### config.mk
export PLATFORM = sky130hd
export DESIGN_NAME = fpu_round_pack_flat
export DESIGN_NICKNAME = d
export VERILOG_FILES = /design/src/rtl/fpu_round_pack_if.sv /design/src/rtl/fpu_round_pack.sv /design/src/flat_wrapper.sv
export SDC_FILE = /design/constraint.sdc
export NUM_CORES = 1
export LEC_CHECK = 0
export BUFFER_PORTS_ARGS = -buffer_cell sky130_fd_sc_hd__buf_2
export CAP_MARGIN = 40
export CORE_MARGIN = 2
export CORE_UTILIZATION = 50
export CTS_CLUSTER_DIAMETER = 100
export DETAILED_ROUTE_END_ITERATION = 8
export GPL_ROUTABILITY_DRIVEN = 0
export HOLD_SLACK_MARGIN = 0.15
export MAX_ROUTING_LAYER = met4
export PLACE_DENSITY = 0.71
export SYNTH_ARGS = -nofsm -noshare
export SYNTH_HDL_FRONTEND = slang
export SYNTH_SLANG_ARGS = --single-unit
export TNS_END_PERCENT = 100
### constraint.sdc
create_clock -name clk -period 2.95 [get_ports clk]
set_input_delay 0.1475 -clock clk [delete_from_list [all_inputs] [get_ports clk]]
set_output_delay 0.1475 -clock clk [all_outputs]
set_load 0.02 [all_outputs]
### src/rtl/fpu_round_pack_if.sv
// Valid/ready bundle between the exponent adjust stage, the round/pack stage and the
// result consumer.
interface fpu_round_pack_if #(
  parameter int unsigned EXP_W  = 8,
  parameter int unsigned FRAC_W = 23
);
  logic                    in_valid;
  logic                    in_ready;
  logic                    in_sign;
  logic [EXP_W-1:0]        in_exp;
  logic                    in_exp_neg;
  logic [FRAC_W:0]         in_mant;
  logic [2:0]              in_grs;
  logic [1:0]              in_special;
  logic [1:0]              rnd_mode;
  logic                    out_valid;
  logic                    out_ready;
  logic [EXP_W+FRAC_W:0]   out_result;
  logic [2:0]              out_flags;

  modport master (
    output in_valid, in_sign, in_exp, in_exp_neg, in_mant, in_grs, in_special, rnd_mode,
    output out_ready,
    input  in_ready, out_valid, out_result, out_flags
  );

  modport slave (
    input  in_valid, in_sign, in_exp, in_exp_neg, in_mant, in_grs, in_special, rnd_mode,
    input  out_ready,
    output in_ready, out_valid, out_result, out_flags
  );
endinterface

### src/rtl/fpu_round_pack.sv
// IEEE-754 round and pack stage: stage 1 adds the rounding increment, stage 2 renormalises
// and resolves specials, underflow (flush to zero) and overflow into the packed result.
module fpu_round_pack #(
  parameter int unsigned EXP_W  = 8,
  parameter int unsigned FRAC_W = 23
) (
  input logic             clk,
  input logic             rst_n,
  fpu_round_pack_if.slave bus_io
);
  localparam int unsigned ResW = 1 + EXP_W + FRAC_W;

  typedef enum logic [1:0] {RndRne = 2'b00, RndRtz = 2'b01, RndRup = 2'b10, RndRdn = 2'b11}
    rnd_e;
  typedef enum logic [1:0] {SpNormal = 2'b00, SpZero = 2'b01, SpInf = 2'b10, SpNan = 2'b11}
    special_e;

  localparam logic [EXP_W-1:0]  ExpOnes  = {EXP_W{1'b1}};
  localparam logic [EXP_W-1:0]  ExpMax   = {{(EXP_W-1){1'b1}}, 1'b0};
  localparam logic [FRAC_W-1:0] FracOnes = {FRAC_W{1'b1}};
  localparam logic [FRAC_W-1:0] QnanFrac = {1'b1, {(FRAC_W-1){1'b0}}};

  // Handshake
  logic s1_valid_q, s2_valid_q;
  logic s1_load, s2_load, in_fire;

  assign s2_load         = !s2_valid_q || bus_io.out_ready;
  assign s1_load         = !s1_valid_q || s2_load;
  assign in_fire         = bus_io.in_valid && s1_load;
  assign bus_io.in_ready = s1_load;

  // Stage 1: rounding increment
  logic                inc;
  logic                rnd_x;
  logic [FRAC_W+1:0]   mant_r_d;
  rnd_e                rnd_in;

  assign rnd_in = rnd_e'(bus_io.rnd_mode);
  assign rnd_x  = |bus_io.in_grs;

  always_comb begin
    inc = 1'b0;
    unique case (rnd_in)
      RndRne: inc = bus_io.in_grs[2] & (bus_io.in_grs[1] | bus_io.in_grs[0] | bus_io.in_mant[0]);
      RndRtz: inc = 1'b0;
      RndRup: inc = !bus_io.in_sign & rnd_x;
      RndRdn: inc = bus_io.in_sign & rnd_x;
    endcase
    mant_r_d = {1'b0, bus_io.in_mant} + {{(FRAC_W+1){1'b0}}, inc};
  end

  logic              s1_sign_q;
  logic [EXP_W-1:0]  s1_exp_q;
  logic              s1_exp_neg_q;
  special_e          s1_special_q;
  rnd_e              s1_rnd_q;
  logic [FRAC_W+1:0] s1_mant_r_q;
  logic              s1_nx_q;

  always_ff @(posedge clk or negedge rst_n) begin
    if (!rst_n) begin
      s1_valid_q   <= 1'b0;
      s1_sign_q    <= 1'b0;
      s1_exp_q     <= '0;
      s1_exp_neg_q <= 1'b0;
      s1_special_q <= SpNormal;
      s1_rnd_q     <= RndRne;
      s1_mant_r_q  <= '0;
      s1_nx_q      <= 1'b0;
    end else begin
      if (s1_load) s1_valid_q <= bus_io.in_valid;
      if (in_fire) begin
        s1_sign_q    <= bus_io.in_sign;
        s1_exp_q     <= bus_io.in_exp;
        s1_exp_neg_q <= bus_io.in_exp_neg;
        s1_special_q <= special_e'(bus_io.in_special);
        s1_rnd_q     <= rnd_in;
        s1_mant_r_q  <= mant_r_d;
        s1_nx_q      <= rnd_x;
      end
    end
  end

  // Stage 2: renormalise, classify, pack
  logic              carry;
  logic [FRAC_W-1:0] frac;
  logic [EXP_W:0]    exp_r;
  logic              ovf, unf, to_inf;
  logic [ResW-1:0]   result_d;
  logic [2:0]        flags_d;

  always_comb begin
    carry = s1_mant_r_q[FRAC_W+1];
    frac  = carry ? s1_mant_r_q[FRAC_W:1] : s1_mant_r_q[FRAC_W-1:0];
    // One extra bit so a carry out of the top exponent cannot wrap past the compare.
    exp_r = {1'b0, s1_exp_q} + {{EXP_W{1'b0}}, carry};
    ovf   = exp_r >= {1'b0, ExpOnes};
    unf   = s1_exp_neg_q || (s1_exp_q == '0);

    to_inf = 1'b1;
    unique case (s1_rnd_q)
      RndRne: to_inf = 1'b1;
      RndRtz: to_inf = 1'b0;
      RndRup: to_inf = !s1_sign_q;
      RndRdn: to_inf = s1_sign_q;
    endcase

    result_d = {s1_sign_q, exp_r[EXP_W-1:0], frac};
    flags_d  = {2'b00, s1_nx_q};
    if (s1_special_q == SpNan) begin
      result_d = {1'b0, ExpOnes, QnanFrac};
      flags_d  = 3'b000;
    end else if (s1_special_q == SpInf) begin
      result_d = {s1_sign_q, ExpOnes, {FRAC_W{1'b0}}};
      flags_d  = 3'b000;
    end else if (s1_special_q == SpZero) begin
      result_d = {s1_sign_q, {(EXP_W+FRAC_W){1'b0}}};
      flags_d  = 3'b000;
    end else if (unf) begin
      result_d = {s1_sign_q, {(EXP_W+FRAC_W){1'b0}}};
      flags_d  = 3'b011;
    end else if (ovf) begin
      result_d = to_inf ? {s1_sign_q, ExpOnes, {FRAC_W{1'b0}}}
                        : {s1_sign_q, ExpMax, FracOnes};
      flags_d  = 3'b101;
    end
  end

  logic [ResW-1:0] out_result_q;
  logic [2:0]      out_flags_q;

  always_ff @(posedge clk or negedge rst_n) begin
    if (!rst_n) begin
      s2_valid_q   <= 1'b0;
      out_result_q <= '0;
      out_flags_q  <= '0;
    end else if (s2_load) begin
      s2_valid_q <= s1_valid_q;
      if (s1_valid_q) begin
        out_result_q <= result_d;
        out_flags_q  <= flags_d;
      end
    end
  end

  assign bus_io.out_valid  = s2_valid_q;
  assign bus_io.out_result = out_result_q;
  assign bus_io.out_flags  = out_flags_q;
endmodule

### src/flat_wrapper.sv
// flat-port wrapper written by rule: the top's interface ports become plain ports
module fpu_round_pack_flat 
#(
  parameter int unsigned EXP_W  = 8,
  parameter int unsigned FRAC_W = 23
)
  (clk, rst_n, bus_io_in_valid, bus_io_in_sign, bus_io_in_exp, bus_io_in_exp_neg, bus_io_in_mant, bus_io_in_grs, bus_io_in_special, bus_io_rnd_mode, bus_io_out_ready, bus_io_in_ready, bus_io_out_valid, bus_io_out_result, bus_io_out_flags);
  fpu_round_pack_if #(.EXP_W(EXP_W), .FRAC_W(FRAC_W)) bus_io_i ();
  input logic clk;
  input logic rst_n;
  input wire logic [$bits(bus_io_i.in_valid)-1:0] bus_io_in_valid;
  input wire logic [$bits(bus_io_i.in_sign)-1:0] bus_io_in_sign;
  input wire logic [$bits(bus_io_i.in_exp)-1:0] bus_io_in_exp;
  input wire logic [$bits(bus_io_i.in_exp_neg)-1:0] bus_io_in_exp_neg;
  input wire logic [$bits(bus_io_i.in_mant)-1:0] bus_io_in_mant;
  input wire logic [$bits(bus_io_i.in_grs)-1:0] bus_io_in_grs;
  input wire logic [$bits(bus_io_i.in_special)-1:0] bus_io_in_special;
  input wire logic [$bits(bus_io_i.rnd_mode)-1:0] bus_io_rnd_mode;
  input wire logic [$bits(bus_io_i.out_ready)-1:0] bus_io_out_ready;
  output wire logic [$bits(bus_io_i.in_ready)-1:0] bus_io_in_ready;
  output wire logic [$bits(bus_io_i.out_valid)-1:0] bus_io_out_valid;
  output wire logic [$bits(bus_io_i.out_result)-1:0] bus_io_out_result;
  output wire logic [$bits(bus_io_i.out_flags)-1:0] bus_io_out_flags;
  assign bus_io_i.in_valid = bus_io_in_valid;
  assign bus_io_i.in_sign = bus_io_in_sign;
  assign bus_io_i.in_exp = bus_io_in_exp;
  assign bus_io_i.in_exp_neg = bus_io_in_exp_neg;
  assign bus_io_i.in_mant = bus_io_in_mant;
  assign bus_io_i.in_grs = bus_io_in_grs;
  assign bus_io_i.in_special = bus_io_in_special;
  assign bus_io_i.rnd_mode = bus_io_rnd_mode;
  assign bus_io_i.out_ready = bus_io_out_ready;
  assign bus_io_in_ready = bus_io_i.in_ready;
  assign bus_io_out_valid = bus_io_i.out_valid;
  assign bus_io_out_result = bus_io_i.out_result;
  assign bus_io_out_flags = bus_io_i.out_flags;
  fpu_round_pack #(.EXP_W(EXP_W), .FRAC_W(FRAC_W)) u_core (.clk(clk), .rst_n(rst_n), .bus_io(bus_io_i));
endmodule
Yosys cells after proc, flatten, opt, wreduce, memory -nomap -nowiden
Cells that the tools add are included.
{"block": "op_classes", "addsub": 2, "n_mul": 0, "div": 0, "magnitude_cmp": 1, "eq_ne": 9, "n_shift": 0, "mux": 14, "bitwise": 5, "n_reduce_logical": 13}
{"operator": "$mux W31", "n": 4}
{"operator": "$mux W32", "n": 1}
{"operator": "$add A24 B1 Y25", "n": 1}
{"operator": "$mux W24", "n": 1}
{"operator": "$mux W23", "n": 1}
{"operator": "$mux W3", "n": 5}
{"operator": "$eq A2 B2 Y1 const B", "n": 6}
{"operator": "$add A8 B1 Y9", "n": 1}
{"operator": "$ge A9 B8 Y1 const B", "n": 1}
{"operator": "$logic_not A8 Y1", "n": 1}
{"operator": "$pmux W1 S4", "n": 2}
{"operator": "$eq A2 B1 Y1 const B", "n": 3}
{"operator": "$logic_not A1 Y1", "n": 4}
{"operator": "$logic_not A2 Y1", "n": 2}
{"operator": "$and A1 B1 Y1", "n": 3}
{"operator": "$logic_or A1 B1 Y1", "n": 3}
{"operator": "$reduce_or A3 Y1", "n": 1}
{"operator": "$or A1 B1 Y1", "n": 2}
{"operator": "$reduce_and A2 Y1", "n": 1}
{"operator": "$logic_and A1 B1 Y1", "n": 1}
{"block": "word_totals", "register_bits": 77, "latchBits": 0, "mem_bits_rw": 0, "romBits": 0, "inputBits": 45, "out_inout_bits": 37, "word_cells": 55, "n_memories": 0}

Logic depth before layout (Yosys ltp)
{"block": "depth", "ltp_word": 8, "depth_mapped": 12, "mapped_depth_nobuf": 11}

Worst setup path before layout
No wires, ideal clock.
{"block": "synth_timing", "path_kind": "input -> register", "from": "in bus_io_rnd_mode[1]", "to": "reg u_core.s1_mant_r_q[24]", "setup_ps": 74, "arrival_time_ps": 2179, "t_required_ps": 2876, "slack_ps": 696, "path_stages": 11, "n_path_buf": 1, "path_cell_list": "nor2b_1 mux2i_1 o21ai_0 a21oi_1 ha_1 ha_1 nand4_1 or4_4 buf_6 or4_4 o21ai_2"}
{"block": "synth_between", "elab_chain_len": 3}
{"item": "start, declared", "line_no": "flat_wrapper.sv:18", "rtl": "input wire logic [$bits(bus_io_i.rnd_mode)-1:0] bus_io_rnd_mode;"}
{"item": "$eq A2 B2 Y1, or another cell as far along", "line_no": "fpu_round_pack.sv:43", "rtl": "unique case (rnd_in)"}
{"item": "$pmux W1 S4 (*)", "line_no": "fpu_round_pack.sv:43"}
{"item": "$add A24 B1 Y25 (*)", "line_no": "fpu_round_pack.sv:49", "rtl": "mant_r_d = {1'b0, bus_io.in_mant} + {{(FRAC_W+1){1'b0}}, inc};"}
{"item": "end signal, assigned", "line_no": "fpu_round_pack.sv:78", "rtl": "s1_mant_r_q <= mant_r_d;"}
{"item": "end, declared", "line_no": "fpu_round_pack.sv:57", "rtl": "logic [FRAC_W+1:0] s1_mant_r_q;"}
Every way passes the cells marked *; elsewhere a longest branch is shown, timed or not.
A chain may end at the register's enable or synchronous reset.

Worst setup path after layout
Ends and elaborated chain as after synthesis.

==> reports/qor.json <==
{
  "crit_path_end_kind": "register",
  "detail_placement_hpwl_mm": 6.86,
  "first_pass_grt_wire_length_mm": 15.7,
  "post-cts-setup-buffers": 0,
  "numPortBuffers": 81,
  "setup_viol_count_final": 0,
  "num-nets-final": 611,
  "final.min_clock_period_ns": 2.68,
  "cts_num_sinks": 77,
  "synth_cells": 456,
  "insertion_delay_ns": 0.34,
  "gr_usage_total_pct": 23.3,
  "netlist.top_cell.by_area": "sky130_fd_sc_hd__dfrtp_1",
  "antenna_found_initial": 0,
  "cts_tree": "yes",
  "via_count": 3530,
  "synth_enable_flop_cells": 0,
  "final_cell_count_no_fill": 669,
  "clk_root_buffer_cell": "sky130_fd_sc_hd__clkbuf_8",
  "antenna_violating_nets_post_route": 0,
  "cts_made_buffers": 9,
  "sequential_cell_area_sq_um": 1930,
  "p_sw_mw": 0.866,
  "worst_ir_drop_vdd_mv": 0.254,
  "leakage_nw": 2.31,
  "worstSetupPathType": "in -> reg",
  "h-tree-depth": 3,
  "sequential_power_share_pct": 49.1,
  "fin_worst_hold_slack_ns": 0.177,
  "clock_power_share_pct": 26.7,
  "gr-total-overflow": 0,
  "dominantRegCellSynth": "sky130_fd_sc_hd__dfrtp_1",
  "power.combinational.fraction_pct": 24.2,
  "drc_errors": 0,
  "cts_resized": 0,
  "critical_path.max_fanout": 7,
  "cts.hold.buffers_added": 31,
  "antennaDiodeCount": 0,
  "yosysMostFrequentCell": "sky130_fd_sc_hd__nand2_1",
  "cellInternalPower_mw": 1.82,
  "switching_share_pct": 32.3,
  "cts.path.max_buffers": 2,
  "min_period_over_period_pct": 90.7,
  "yosys_cell_types": 49,
  "timing_worst_slew_pin_value_ns": 0.760,
  "worstSetupStartpointType": "input pin",
  "hold_path.class": "in -> reg",
  "grt_max_degree": 46,
  "drt_wl_total_mm": 9.39,
  "layout.filler_cells": 694,
  "placementRows": 32,
  "netlist.area_leader.share_pct": 47.4,
  "fp.dieW_um": 94.1,
  "yosysWarningCount": 0,
  "cellPowerDensity_nw_per_um2": 531,
  "first_pass_iters": 4,
  "fmax_mhz": 374,
  "area_delta_synth_final_pct": 24.4,
  "data_required_time_at_the_worst_endpoint_ns": 3.22,
  "ys_top_cells_by_count": "105 x sky130_fd_sc_hd__nand2_1, 77 x sky130_fd_sc_hd__dfrtp_1, 34 x sky130_fd_sc_hd__o21ai_0",
  "synth_async_sr_flop_share_pct": 100,
  "setup_repair_after_global_routing_missed_its_margin": "false",
  "via_count_of_the_first_global_routing_pass": 3313,
  "maxCapViolCount": 0,
  "synth_seq_area_share_pct": 47.4,
  "floorplan.initialDensity_pct": 52.0,
  "finClkSkew_ns": 0.0101,
  "ys_top_cells_by_area": "sky130_fd_sc_hd__dfrtp_1 47%, sky130_fd_sc_hd__nand2_1 9.7%, sky130_fd_sc_hd__mux2_2 6.1%, sky130_fd_sc_hd__o21ai_0 4.2%, sky130_fd_sc_hd__a21oi_1 3.8%",
  "die-height_um": 94.1,
  "final_total_power_mw": 2.68,
  "detail_route.iter0.violations": 151,
  "max_slew_margin_pct": 49.4,
  "final_count_of_hold_timing_violations": 0,
  "multi_input_area_sq_um": 1990,
  "summed_negative_setup_slack_over_all_endpoints_ns": 0,
  "critical_path_arrival_ns": 2.95,
  "share_of_layout_cells_above_drive_strength_1_pct": 23.6,
  "postSynthAreaPerCell_sq_um": 8.91,
  "route.detailed.vias_per_inst": 5.28,
  "drv_slew": 0,
  "wire_per_inst_um": 14.0,
  "run_status": "completed",
  "pin_count": 82,
  "place_inst": 622,
  "floorplan.die_area_sq_um": 8860,
  "worst_setup_hold_path_clk_slew_ns": 0.07,
  "placeableCoreArea_sq_um": 7810,
  "ys_ff_latch": 77,
  "synth.net_count": 505,
  "post_synth_instance_area_sq_um": 4060,
  "final_core_utilization_pct": 64.7
}
## cells in the final DEF, fill, tap and decap left out, types with 3 or more instances in the layout
cell type                         n
sky130_fd_sc_hd__mux2_2          22
sky130_fd_sc_hd__nand2_1        105
sky130_fd_sc_hd__dlygate4sd3_1   31
sky130_fd_sc_hd__o21ai_1         23
sky130_fd_sc_hd__and3_1           3
sky130_fd_sc_hd__buf_2           81
sky130_fd_sc_hd__nor2_1          20
sky130_fd_sc_hd__clkbuf_8        11
sky130_fd_sc_hd__ha_1             4
sky130_fd_sc_hd__a21oi_1         31
sky130_fd_sc_hd__nand2b_1         4
sky130_fd_sc_hd__inv_1            8
sky130_fd_sc_hd__nand3_1         16
sky130_fd_sc_hd__mux2i_1          3
sky130_fd_sc_hd__buf_4            8
sky130_fd_sc_hd__xor2_1          10
sky130_fd_sc_hd__xnor2_1         14
sky130_fd_sc_hd__o21ai_0         34
sky130_fd_sc_hd__or3_1            4
sky130_fd_sc_hd__nand4_1          6
sky130_fd_sc_hd__a31oi_1          4
sky130_fd_sc_hd__dfrtp_1         77
sky130_fd_sc_hd__nor3_1           7
## critical path, cell delays in order
cell and delay (ns):
sky130_fd_sc_hd__dlygate4sd3_1 0.53, sky130_fd_sc_hd__buf_2 0.14, sky130_fd_sc_hd__nor2b_1 0.13, sky130_fd_sc_hd__mux2i_1 0.12
sky130_fd_sc_hd__o21ai_0 0.09, sky130_fd_sc_hd__a21oi_1 0.12, sky130_fd_sc_hd__ha_1 0.22, sky130_fd_sc_hd__ha_1 0.21
sky130_fd_sc_hd__nand4_1 0.12, sky130_fd_sc_hd__or4_4 0.48, sky130_fd_sc_hd__or4_4 0.53, sky130_fd_sc_hd__o21ai_2 0.11
## flip-flops by register name (all words and copies together) (netlist names)
| signal | flops |
|---|---|
| u_core.bus_io.out_result | 32 |
| u_core.s1_exp_neg_q | 1 |
| u_core.bus_io.out_valid | 1 |
| u_core.s1_special_q | 2 |
| u_core.s1_rnd_q | 2 |
| u_core.bus_io.out_flags | 3 |
| u_core.s1_sign_q | 1 |
| u_core.s1_valid_q | 1 |
| u_core.s1_mant_r_q | 25 |
| u_core.s1_nx_q | 1 |
| u_core.s1_exp_q | 8 |
## metal layers
layer	track usage, %	up-vias	wire length [um]
met5	-	-	0
met4	8.45	0	122
met3	4.41	12	511
met2	32.4	109	4060
met1	34.0	1620	4700
li1	-	1789	-
## stage by stage
step | instance area, sq um | setup WS (ns)
6_report | 5050 | 0.274
5_1_grt | 5050 | 0.0583
4_1_cts | 5050 | 0.280
3_5_place_dp | 4560 | 0.458
3_3_place_gp | 4560 | 0.535
2_1_floorplan | 4060 | 0.696
## cell families after synthesis
family | Yosys count | share of synthesized area (%)
simple gates | 184 | 21.1
flops | 77 | 47.4
compound gates | 108 | 14.7
fa+ha+maj | 4 | 1.23
mux | 25 | 6.84
xor+xnor | 24 | 5.17
buf+inv | 34 | 3.51
## power by group through the flow
stage          combinational, mW  clock, mW  sequential (mW)
2_1_floorplan              0.312          0             1.40
3_3_place_gp               0.605          0             1.33
3_5_place_dp               0.617          0             1.34
4_1_cts                    0.651      0.729             1.32
5_1_grt                    0.724      0.778             1.34
6_report                   0.650      0.716             1.32
## final timing paths
check / endpoint / cells past startpoint / startpoint / slack [ns]
setup / recovery: u_core.s1_mant_r_q[24] / 12 / bus_io_rnd_mode[1] / 0.27
hold / removal: u_core.s1_mant_r_q[6] / 3 / bus_io_in_mant[6] / 0.18
setup reg to reg: u_core.bus_io.out_result[16] / 8 / u_core.s1_mant_r_q[24] / 0.71
hold reg to reg: u_core.bus_io.out_result[3] / 2 / u_core.bus_io.out_result[3] / 0.48
max in group asynchronous: u_core.bus_io.out_flags[0] / 3 / rst_n / 1.73
min in group asynchronous: u_core.s1_exp_q[5] / 2 / rst_n / 0.43
## area by class of cell
| type | count | share of cell area [%] |
|---|---|---|
| clock buffers | 13 | 3.15 |
| well taps | 102 | 2.53 |
| flip-flops and latches | 77 | 38.1 |
| repair buffers | 121 | 15.8 |
| multi-input cells | 345 | 39.5 |
| inverters | 8 | 0.594 |
| clock inverters | 3 | 0.396 |
(Power assumes the default switching activity.)
